<file path="src/rtl/carp_gpio_pkg.sv">
// Shared definitions for the Caravel GPIO controller: register group offsets,
// default window decode constants and the byte-lane merge helper.
package carp_gpio_pkg;

  localparam int unsigned WB_DW = 32;
  localparam int unsigned WB_SW = 4;

  // Register group selected by adr[4:2]; groups 6 and 7 are unmapped
  typedef enum logic [2:0] {
    REG_OUT  = 3'd0,
    REG_OE   = 3'd1,
    REG_IN   = 3'd2,
    REG_EN   = 3'd3,
    REG_PEND = 3'd4,
    REG_RISE = 3'd5
  } gpio_reg_e;

  localparam logic [31:0] GPIO_BASE_ADDR = 32'h3000_0000;
  localparam logic [31:0] GPIO_ADDR_MASK = 32'h0000_003F;

  // Replace the byte lanes of old_w selected by sel with the lanes of new_w
  function automatic logic [WB_DW-1:0] byte_merge(input logic [WB_DW-1:0] old_w,
                                                  input logic [WB_DW-1:0] new_w,
                                                  input logic [WB_SW-1:0] sel);
    logic [WB_DW-1:0] m;
    for (int b = 0; b < int'(WB_SW); b++) begin
      m[b*8 +: 8] = {8{sel[b]}};
    end
    return (old_w & ~m) | (new_w & m);
  endfunction

endpackage

</file>
<file path="src/rtl/gpio_sync.sv">
// Two-flop synchroniser for asynchronous pad inputs plus a third flop that
// holds the previous synchronised value for edge detection.
//   clk_i, rst_ni : clock, async active-low reset
//   d_i           : raw asynchronous inputs
//   sync_o        : synchronised inputs
//   rise_o/fall_o : one-cycle pulses on synchronised rising/falling edges
module gpio_sync #(
  parameter int unsigned W = 1
) (
  input  logic         clk_i,
  input  logic         rst_ni,
  input  logic [W-1:0] d_i,
  output logic [W-1:0] sync_o,
  output logic [W-1:0] rise_o,
  output logic [W-1:0] fall_o
);

  logic [W-1:0] meta_q, meta_d;
  logic [W-1:0] sync_q, sync_d;
  logic [W-1:0] prev_q, prev_d;

  always_comb begin
    meta_d = d_i;
    sync_d = meta_q;
    prev_d = sync_q;
  end

  always_ff @(posedge clk_i or negedge rst_ni) begin
    if (!rst_ni) begin
      meta_q <= '0;
      sync_q <= '0;
      prev_q <= '0;
    end else begin
      meta_q <= meta_d;
      sync_q <= sync_d;
      prev_q <= prev_d;
    end
  end

  // Edge pulses are decoded from flops so PEND sets on the next edge
  assign sync_o = sync_q;
  assign rise_o = sync_q & ~prev_q;
  assign fall_o = ~sync_q & prev_q;

endmodule

</file>
<file path="src/rtl/caravel_gpio_ctrl.sv">
// Wishbone-slave GPIO controller behind the Caravel wrapper.
//   clk_i, rst_ni        : clock, async active-low reset
//   wbs_*                : Wishbone slave (1-cycle latency, one-cycle ack pulse)
//   gpio_i               : raw pad inputs (asynchronous)
//   gpio_o, gpio_oeb_no  : pad output value and active-low output enable
//   irq_o                : registered OR of pending-and-enabled edge interrupts
module caravel_gpio_ctrl
  import carp_gpio_pkg::*;
#(
  parameter int unsigned NUM_GPIO  = 38,
  parameter logic [31:0] BASE_ADDR = GPIO_BASE_ADDR,
  parameter logic [31:0] ADDR_MASK = GPIO_ADDR_MASK
) (
  input  logic                clk_i,
  input  logic                rst_ni,
  input  logic                wbs_stb_i,
  input  logic                wbs_cyc_i,
  input  logic                wbs_we_i,
  input  logic [3:0]          wbs_sel_i,
  input  logic [31:0]         wbs_adr_i,
  input  logic [31:0]         wbs_dat_i,
  output logic                wbs_ack_o,
  output logic [31:0]         wbs_dat_o,
  input  logic [NUM_GPIO-1:0] gpio_i,
  output logic [NUM_GPIO-1:0] gpio_o,
  output logic [NUM_GPIO-1:0] gpio_oeb_no,
  output logic                irq_o
);

  localparam int unsigned W     = NUM_GPIO;
  localparam int unsigned PAD_W = 64;

  logic [W-1:0] out_q, out_d;
  logic [W-1:0] oe_q, oe_d;
  logic [W-1:0] en_q, en_d;
  logic [W-1:0] pend_q, pend_d;
  logic [W-1:0] pol_q, pol_d;
  logic         ack_q, ack_d;
  logic [31:0]  dat_q, dat_d;
  logic         irq_q, irq_d;
  // Write captured at the request, committed at the end of the ack cycle
  logic         wr_q, wr_d;
  logic [2:0]   wgrp_q, wgrp_d;
  logic         whalf_q, whalf_d;
  logic [3:0]   wsel_q, wsel_d;
  logic [31:0]  wdat_q, wdat_d;

  logic [W-1:0] in_sync, in_rise, in_fall;
  logic         hit, req;
  logic [31:0]  rd_word;
  logic [W-1:0] clr_mask, set_mask;

  gpio_sync #(.W(W)) u_sync (
    .clk_i  (clk_i),
    .rst_ni (rst_ni),
    .d_i    (gpio_i),
    .sync_o (in_sync),
    .rise_o (in_rise),
    .fall_o (in_fall)
  );

  // Select one 32-bit half of a register; bits at or above W read as 0
  function automatic logic [31:0] word_of(input logic [W-1:0] r, input logic half);
    logic [PAD_W-1:0] v;
    v = PAD_W'(r);
    return half ? v[63:32] : v[31:0];
  endfunction

  // Byte-lane write into one half; bits at or above W are dropped
  function automatic logic [W-1:0] merge_reg(input logic [W-1:0] cur, input logic half,
                                             input logic [3:0] sel, input logic [31:0] data);
    logic [PAD_W-1:0] v;
    v = PAD_W'(cur);
    if (half) v[63:32] = byte_merge(v[63:32], data, sel);
    else      v[31:0]  = byte_merge(v[31:0], data, sel);
    return v[W-1:0];
  endfunction

  // Bus decode, read mux, register writes and PEND update
  always_comb begin
    out_d    = out_q;
    oe_d     = oe_q;
    en_d     = en_q;
    pol_d    = pol_q;
    wr_d     = wr_q;
    wgrp_d   = wgrp_q;
    whalf_d  = whalf_q;
    wsel_d   = wsel_q;
    wdat_d   = wdat_q;
    clr_mask = '0;
    rd_word  = '0;

    hit = ((wbs_adr_i & ~ADDR_MASK) == BASE_ADDR);
    req = wbs_cyc_i & wbs_stb_i & hit & ~ack_q;

    case (gpio_reg_e'(wbs_adr_i[4:2]))
      REG_OUT:  rd_word = word_of(out_q, wbs_adr_i[5]);
      REG_OE:   rd_word = word_of(oe_q, wbs_adr_i[5]);
      REG_IN:   rd_word = word_of(in_sync, wbs_adr_i[5]);
      REG_EN:   rd_word = word_of(en_q, wbs_adr_i[5]);
      REG_PEND: rd_word = word_of(pend_q, wbs_adr_i[5]);
      REG_RISE: rd_word = word_of(pol_q, wbs_adr_i[5]);
      default:  rd_word = '0;
    endcase

    ack_d = req;
    dat_d = (req && !wbs_we_i) ? rd_word : 32'h0;

    if (req) begin
      wr_d    = wbs_we_i;
      wgrp_d  = wbs_adr_i[4:2];
      whalf_d = wbs_adr_i[5];
      wsel_d  = wbs_sel_i;
      wdat_d  = wbs_dat_i;
    end

    if (ack_q && wr_q) begin
      wr_d = 1'b0;
      case (gpio_reg_e'(wgrp_q))
        REG_OUT:  out_d    = merge_reg(out_q, whalf_q, wsel_q, wdat_q);
        REG_OE:   oe_d     = merge_reg(oe_q, whalf_q, wsel_q, wdat_q);
        REG_EN:   en_d     = merge_reg(en_q, whalf_q, wsel_q, wdat_q);
        REG_PEND: clr_mask = merge_reg('0, whalf_q, wsel_q, wdat_q);
        REG_RISE: pol_d    = merge_reg(pol_q, whalf_q, wsel_q, wdat_q);
        default:  ;
      endcase
    end

    // Edge capture is independent of EN and takes priority over W1C
    set_mask = (in_rise & pol_q) | (in_fall & ~pol_q);
    pend_d   = (pend_q & ~clr_mask) | set_mask;
    irq_d    = |(pend_q & en_q);
  end

  always_ff @(posedge clk_i or negedge rst_ni) begin
    if (!rst_ni) begin
      out_q   <= '0;
      oe_q    <= '0;
      en_q    <= '0;
      pend_q  <= '0;
      pol_q   <= '0;
      ack_q   <= 1'b0;
      dat_q   <= '0;
      irq_q   <= 1'b0;
      wr_q    <= 1'b0;
      wgrp_q  <= '0;
      whalf_q <= 1'b0;
      wsel_q  <= '0;
      wdat_q  <= '0;
    end else begin
      out_q   <= out_d;
      oe_q    <= oe_d;
      en_q    <= en_d;
      pend_q  <= pend_d;
      pol_q   <= pol_d;
      ack_q   <= ack_d;
      dat_q   <= dat_d;
      irq_q   <= irq_d;
      wr_q    <= wr_d;
      wgrp_q  <= wgrp_d;
      whalf_q <= whalf_d;
      wsel_q  <= wsel_d;
      wdat_q  <= wdat_d;
    end
  end

  assign wbs_ack_o   = ack_q;
  assign wbs_dat_o   = dat_q;
  assign gpio_o      = out_q;
  assign gpio_oeb_no = ~oe_q;
  assign irq_o       = irq_q;

endmodule

</file>
<file path="config.mk">
export PLATFORM = sky130hd
export DESIGN_NAME = caravel_gpio_ctrl
export DESIGN_NICKNAME = d
export VERILOG_FILES = /design/src/rtl/carp_gpio_pkg.sv /design/src/rtl/gpio_sync.sv /design/src/rtl/caravel_gpio_ctrl.sv
export SDC_FILE = /design/constraint.sdc
export NUM_CORES = 1
export LEC_CHECK = 0
export CORE_MARGIN = 2
export CORE_UTILIZATION = 30
export CTS_CLUSTER_DIAMETER = 30
export DETAILED_ROUTE_END_ITERATION = 6
export PLACE_DENSITY = 0.58
export SYNTH_ARGS = -nofsm -noshare
export SYNTH_HDL_FRONTEND = slang
export SYNTH_SLANG_ARGS = --single-unit
</file>
<file path="constraint.sdc">
create_clock -name clk_i -period 4.3 [get_ports clk_i]
set_clock_uncertainty 0.2 [all_clocks]
set_input_delay 0.86 -clock clk_i [delete_from_list [all_inputs] [get_ports clk_i]]
set_output_delay 0.86 -clock clk_i [all_outputs]
set_load 0.1 [all_outputs]
</file>
==> impl_metrics.py, run 1 <==
metrics = {
    "run_status": {
        "outcome": "complete, no violations",
    },
    "global_route": {
        "grt_max_degree": 113,
        "grt_pass1_vias": 11500,
        "grt_pass1_wl_mm": 72.0,
        "antenna_found_initial": 0,
        "overflow": 0,
        "gr-usage-all-layers_pct": 18.1,
    },
    "die": {
        "num_rows": 83,
        "start_util_pct": 30.2,
        "die_h_um": 231,
        "io_pins": 221,
        "fp.dieW_um": 231,
        "design.core.area_um2": 51200,
        "die_area_um2": 53400,
    },
    "detailed_routing": {
        "vias": 10700,
        "drt-initial-drc-count": 790,
        "m1WireLength_mm": 20.6,
        "via_per_inst": 4.83,
        "ant_nets": 0,
        "wire_per_inst_um": 21.4,
        "wl_met2_mm": 22.5,
        "firstDrtPassIters": 6,
        "wl_mm": 47.4,
        "wl_met3_mm": 3.07,
        "drc_errors": 0,
        "routed.top_layer": "met4",
    },
    "setup_path": {
        "cp-end-kind": "output pin",
        "path_cells": "clkdlybuf4s50_1",
        "r2r_slack_ps": 1660,
        "reg2reg_depth": 6,
        "startpoint_type": "register",
        "required_ps": 3240,
        "worstPathMaxFanout": 6,
        "slowest_delay_ps": 1200,
        "crit_family": "buffers and inverters",
        "critical_path_class": "register to output pin",
        "r2r_start": "wbs_ack_o$_DFF_PN0_",
        "r2r_end": "wdat_q[10]$_DFFE_PN0P_",
        "path_buf_inv": 1,
        "arrival_ps": 2320,
        "crit_path_top_delay_cell": "clkdlybuf4s50_1",
    },
    "logic_synthesis": {
        "avgSynthCellArea_um2": 13.1,
        "synth_top_flop_cell": "dfrtp_1",
        "synth-seq-cells": 379,
        "synth_warnings": 0,
        "synthArstFlopShare_pct": 100,
        "synth-edff-count": 0,
        "ys_types": 48,
        "syn-num-nets": 1288,
        "syn-cell-area_um2": 15500,
        "synthCells": 1177,
        "ys_seq_area_share_pct": 61.3,
    },
    "layout": {
        "fillCellCount": 4691,
        "drive_above_1_share_pct": 26.3,
        "nets": 1574,
        "syn_to_final_growth_pct": 40.6,
        "fin_cells": 2218,
        "antenna_cells": 0,
        "stdcell_area_um2": 21800,
    },
    "timing": {
        "final.setup.worst_slack_ps": 916,
        "rsz0062_at_grt": "false",
        "worst_slew_pin_slew_ps": 1270,
        "fmax_mhz": 295,
        "setup_viol": 0,
        "min_period_ps": 3380,
        "post-route-period-util_pct": 78.7,
        "hold_violations": 0,
        "slew_viol_final": 0,
        "relSlewSlack_pct": 14.5,
        "setup_tns_ps": 0,
    },
    "placed_design": {
        "placed_cells": 2052,
        "placed_cell_area_um2": 18500,
        "dp_hpwl_mm": 31.5,
        "place.gp.congestion": 0.814,
        "pre_cts_slack_ps": 763,
        "io_buffers": 218,
    },
    "power_and_ir_drop": {
        "power_mw": 11.1,
        "pwr-share-seq_pct": 32.9,
        "p_int_mw": 8.80,
        "leakage_nw": 9.54,
        "powerDensity_nw_per_um2": 513,
        "p_sw_mw": 2.35,
        "combPwrFrac_pct": 3.2,
        "irDropWorstVdd_v": 0.000266,
        "p_sw_share_pct": 21.1,
        "clkPwrFrac_pct": 63.9,
    },
    "cts": {
        "cts-resized-gates": 0,
        "clk_latency_ps": 610,
        "cts_tree": "done",
        "htree_levels": 3,
        "ctsHoldBuffers": 0,
        "numCtsBuffers": 89,
        "root_buffer": "clkbuf_16",
        "clockBufferDepth": 3,
        "clkTransAtPathRegs_ps": 40,
        "cts_setup_buffers": 0,
        "cts_sinks": 379,
    },
    "worst_hold_path": {
        "hold_class": "input port to async pin",
    },
    "flow_run": {
        "drv_cap": 0,
    },
}
-- area by class of cell --
cell class | count | area, µm² | area share (%)
flip-flops and latches | 379 | 9480 | 43.6
multi-input cells | 708 | 5600 | 25.8
repair buffers | 243 | 2450 | 11.3
clock buffers | 114 | 2430 | 11.2
well taps | 680 | 851 | 3.91
clock inverters | 52 | 772 | 3.55
inverters | 42 | 158 | 0.725
-- cell usage after synthesis, types with 2 or more instances --
cell	n	area share (%)
a22oi_1	31	1.5
mux2_2	198	14
a22o_1	3	0.17
mux2_1	13	0.95
o21ai_0	53	1.7
buf_4	6	0.29
mux2i_1	36	2.3
nor3_1	9	0.29
a21o_1	30	1.5
nor2b_1	19	0.77
o22ai_1	12	0.49
nor2_1	55	1.3
nand4_1	6	0.24
nor4b_2	3	0.29
nand2_1	139	3.4
a221o_1	10	0.65
buf_1	5	0.12
o211ai_1	3	0.15
inv_1	40	0.97
nand2b_1	3	0.12
and2_1	10	0.40
mux4_2	16	2.3
nor4b_4	2	0.31
o21a_1	3	0.15
a211oi_1	5	0.24
a221oi_1	7	0.40
nor4_1	6	0.24
dfrtp_1	379	61
clkbuf_1	21	0.51
a222oi_1	8	0.52
nor4_2	2	0.16
buf_6	3	0.22
o2bb2ai_1	2	0.11
nand3_1	8	0.26
buf_2	13	0.42
a21oi_1	5	0.16
and3_1	2	0.081
-- through the flow --
stage          utilization, %  hold slack (ps)
2_1_floorplan               -              131
3_3_place_gp             36.2              136
3_5_place_dp             36.2              135
4_1_cts                  42.5              145
5_1_grt                  42.5              148
6_report                 42.5              138
-- cells in the final DEF, fill, tap and decap left out, types with 17 or more instances in the layout --
master and count:
clkdlybuf4s50_1 214, mux2_2 198, buf_4 19, nor2_1 55
bufinv_16 17, inv_1 40, nand2_1 139, a21o_1 30
clkbuf_16 90, dfrtp_1 379, a22oi_1 31, o21ai_0 53
nor2b_1 19, mux2i_1 36
-- metal layers --
| layer | track usage, % | up-vias |
|---|---|---|
| met2 | 28.8 | 349 |
| met3 | 4.68 | 87 |
| met1 | 23.7 | 5460 |
| li1 | - | 4816 |
| met4 | 6.63 | 0 |
| met5 | 0 | - |
-- power by group through the flow --
stage	combinational [mW]	clock (mW)	sequential, mW
floorplan	0.130	0	3.71
global placement	0.361	0	3.72
detailed placement	0.365	0	3.72
CTS	0.368	7.23	3.67
global route	0.397	7.44	3.67
finish	0.358	7.12	3.67
-- logic make-up (layout without fill, tap and decap cells) --
family / after synthesis / after routing / synth area share [%]
AND/OR/NAND/NOR: 271 / 271 / 8.31
multiplexers: 263 / 263 / 20.0
AO/OA/AOI/OAI: 174 / 174 / 7.80
flip-flops: 379 / 379 / 61.3
buffers and inverters: 90 / 451 / 2.58
-- worst max-delay path by stage --
stage                                    from                endpoint  slack [ps]  depth (start not counted)
after floorplan           wbs_ack_o$_DFF_PN0_  wdat_q[26]$_DFFE_PN0P_        1650                          8
after CTS                 wbs_ack_o$_DFF_PN0_               wbs_ack_o         890                          1
after global routing      wbs_ack_o$_DFF_PN0_               wbs_ack_o         890                          1
after detailed placement        wbs_adr_i[24]  wdat_q[10]$_DFFE_PN0P_         760                          7
after global placement          wbs_adr_i[25]  wdat_q[25]$_DFFE_PN0P_         810                          7
final                     wbs_ack_o$_DFF_PN0_               wbs_ack_o         920                          1
Note: power is estimated with default switching activity, not from simulation.
==> inputs of run 2 (changes only) <==
==> constraint.sdc (replaced) <==
create_clock -name clk_i -period 3.55 [get_ports clk_i]
set_clock_uncertainty 0.2 [all_clocks]
set_input_delay 0.71 -clock clk_i [delete_from_list [all_inputs] [get_ports clk_i]]
set_output_delay 0.71 -clock clk_i [all_outputs]
set_load 0.1 [all_outputs]
==> run 2 against run 1 <==
Against the previous run: combinational power is 25% higher; total power is 16% higher; global-route usage is 0.32 points lower; utilization is 0.80 points lower; clock-buffer cell count is 10 lower; worst setup slack better by 54 ps; clock power is 13% higher; largest cell class unchanged; largest power group unchanged; highest routed layer unchanged.
==> impl_metrics.py, run 2 (synthesized netlist as in run 1, its figures left out) <==
metrics = {
    "layout": {
        "fin_util_pct": 41.7,
        "drive_above_1_share_pct": 33.4,
        "final_cell_mix": "379 x dfrtp_1, 198 x mux2_2, 139 x nand2_1",
        "final_common_cell": "dfrtp_1",
        "syn_to_final_growth_pct": 37.9,
        "nets": 1577,
        "fillCellCount": 4751,
    },
    "cts": {
        "cts_tree": "done",
        "cts-resized-gates": 0,
        "clkTransAtPathRegs_ps": 50,
        "root_buffer": "clkbuf_16",
        "numCtsBuffers": 82,
        "clockBufferDepth": 3,
        "clk_latency_ps": 610,
        "htree_levels": 3,
        "ctsHoldBuffers": 1,
        "cts_setup_buffers": 0,
        "cts_sinks": 379,
    },
    "power_and_ir_drop": {
        "pwr-share-seq_pct": 34.4,
        "leakage_nw": 9.65,
        "irDropWorstVdd_v": 0.000331,
        "powerDensity_nw_per_um2": 605,
        "power_mw": 12.9,
        "p_sw_mw": 2.79,
        "combPwrFrac_pct": 3.5,
        "p_int_mw": 10.1,
        "clkPwrFrac_pct": 62.1,
        "p_sw_share_pct": 21.7,
    },
    "global_route": {
        "grt_pass1_wl_mm": 70.6,
        "grt_max_degree": 84,
        "gr-usage-all-layers_pct": 17.8,
        "grt_pass1_vias": 11300,
        "antenna_found_initial": 1,
        "overflow": 0,
    },
    "timing": {
        "min_period_ps": 2580,
        "relSlewSlack_pct": 43.8,
        "worst_slew_pin_slew_ps": 836,
        "setup_tns_ps": 0,
        "post-route-period-util_pct": 72.7,
        "hold_violations": 0,
        "slew_viol_final": 0,
        "fmax_mhz": 388,
        "rsz0062_at_grt": "false",
        "setup_viol": 0,
    },
    "setup_path": {
        "cp-end-kind": "register",
        "required_ps": 3830,
        "critPathLaunch": "wbs_adr_i[13]",
        "r2r_start": "wgrp_q[2]$_DFFE_PN0P_",
        "startpoint_type": "input port",
        "worstPathMaxFanout": 12,
        "arrival_ps": 2860,
        "critical_path_class": "input port to register",
    },
    "detailed_routing": {
        "drt-initial-drc-count": 732,
        "firstDrtPassIters": 6,
        "vias": 10700,
        "wl_mm": 46.8,
        "via_per_inst": 4.81,
        "wire_per_inst_um": 21.1,
        "ant_nets": 0,
        "drc_errors": 0,
    },
    "run_status": {
        "outcome": "complete, no violations",
    },
    "worst_hold_path": {
        "hold_class": "register to register",
        "worstHoldStart": "u_sync.meta_q[9]$_DFF_PN0_",
    },
    "die": {
        "num_rows": 83,
        "fp.dieW_um": 231,
        "start_util_pct": 30.2,
        "io_pins": 221,
        "die_area_um2": 53400,
        "design.core.area_um2": 51200,
        "die_h_um": 231,
    },
    "placed_design": {
        "place.gp.congestion": 0.821,
        "dp_hpwl_mm": 32.1,
        "io_buffers": 218,
    },
    "flow_run": {
        "drv_cap": 0,
    },
}
==> run 2: path summary, 6_finish.rpt <==
| path | cells past startpoint | slack (ps) | to |
|---|---|---|---|
| worst max-delay path | 7 | 970 | wdat_q[31]$_DFFE_PN0P_ |
| worst min-delay path | 0 | 140 | u_sync.sync_o[9]$_DFF_PN0_ |
| worst max register to register | 4 | 1020 | register |
| worst min register to register | 0 | 140 | u_sync.sync_o[9]$_DFF_PN0_ |
| max in group asynchronous | 3 | 1840 | u_sync.meta_q[16]$_DFF_PN0_ |
| min in group asynchronous | 2 | 460 | pend_q[2]$_DFF_PN0_ |
==> run 2: area by class of cell <==
cell class / count / area (µm²) / area share, %
flip-flops and latches: 379 / 9480 / 44.4
multi-input cells: 708 / 5600 / 26.2
repair buffers: 253 / 2290 / 10.7
clock buffers: 104 / 2230 / 10.5
well taps: 680 / 851 / 3.99
clock inverters: 49 / 723 / 3.39
inverters: 42 / 158 / 0.739
diodes: 1 / 2.50 / 0.0117
==> run 2: power groups by stage <==
stage / sequential (mW) / clock [mW] / combinational, mW
3_5_place_dp: 4.51 / 0 / 0.456
2_1_floorplan: 4.49 / 0 / 0.157
3_3_place_gp: 4.51 / 0 / 0.450
4_1_cts: 4.44 / 8.12 / 0.460
6_report: 4.44 / 8.01 / 0.449
5_1_grt: 4.45 / 8.37 / 0.494
==> run 2: per-stage QoR <==
stage / std cells / hold WS, ps / cell area, µm² / setup WS [ps]
CTS: 2215 / 142 / 21300 / 953
finish: 2216 / 140 / 21300 / 970
floorplan: 1177 / 131 / 15500 / 900
global route: 2215 / 144 / 21300 / 904
detailed placement: 2061 / 135 / 18400 / 337
global placement: 2061 / 136 / 18400 / 398
==> run 2: critical path: stages <==
cell and delay [ps]:
clkdlybuf4s50_1 400, nor4_1 330, nand4_1 340, or2_1 360, inv_2 120, buf_4 240, mux2_2 350
==> run 2: per-layer routing <==
metal  vias up  part of all wire (%)  global-route usage (%)
li1       4825                     -                       -
met1      5470                    45                    23.5
met5         -                     0                       0
met4         0                   2.5                    6.65
met2       295                    47                    28.2
met3        68                   5.3                    4.18
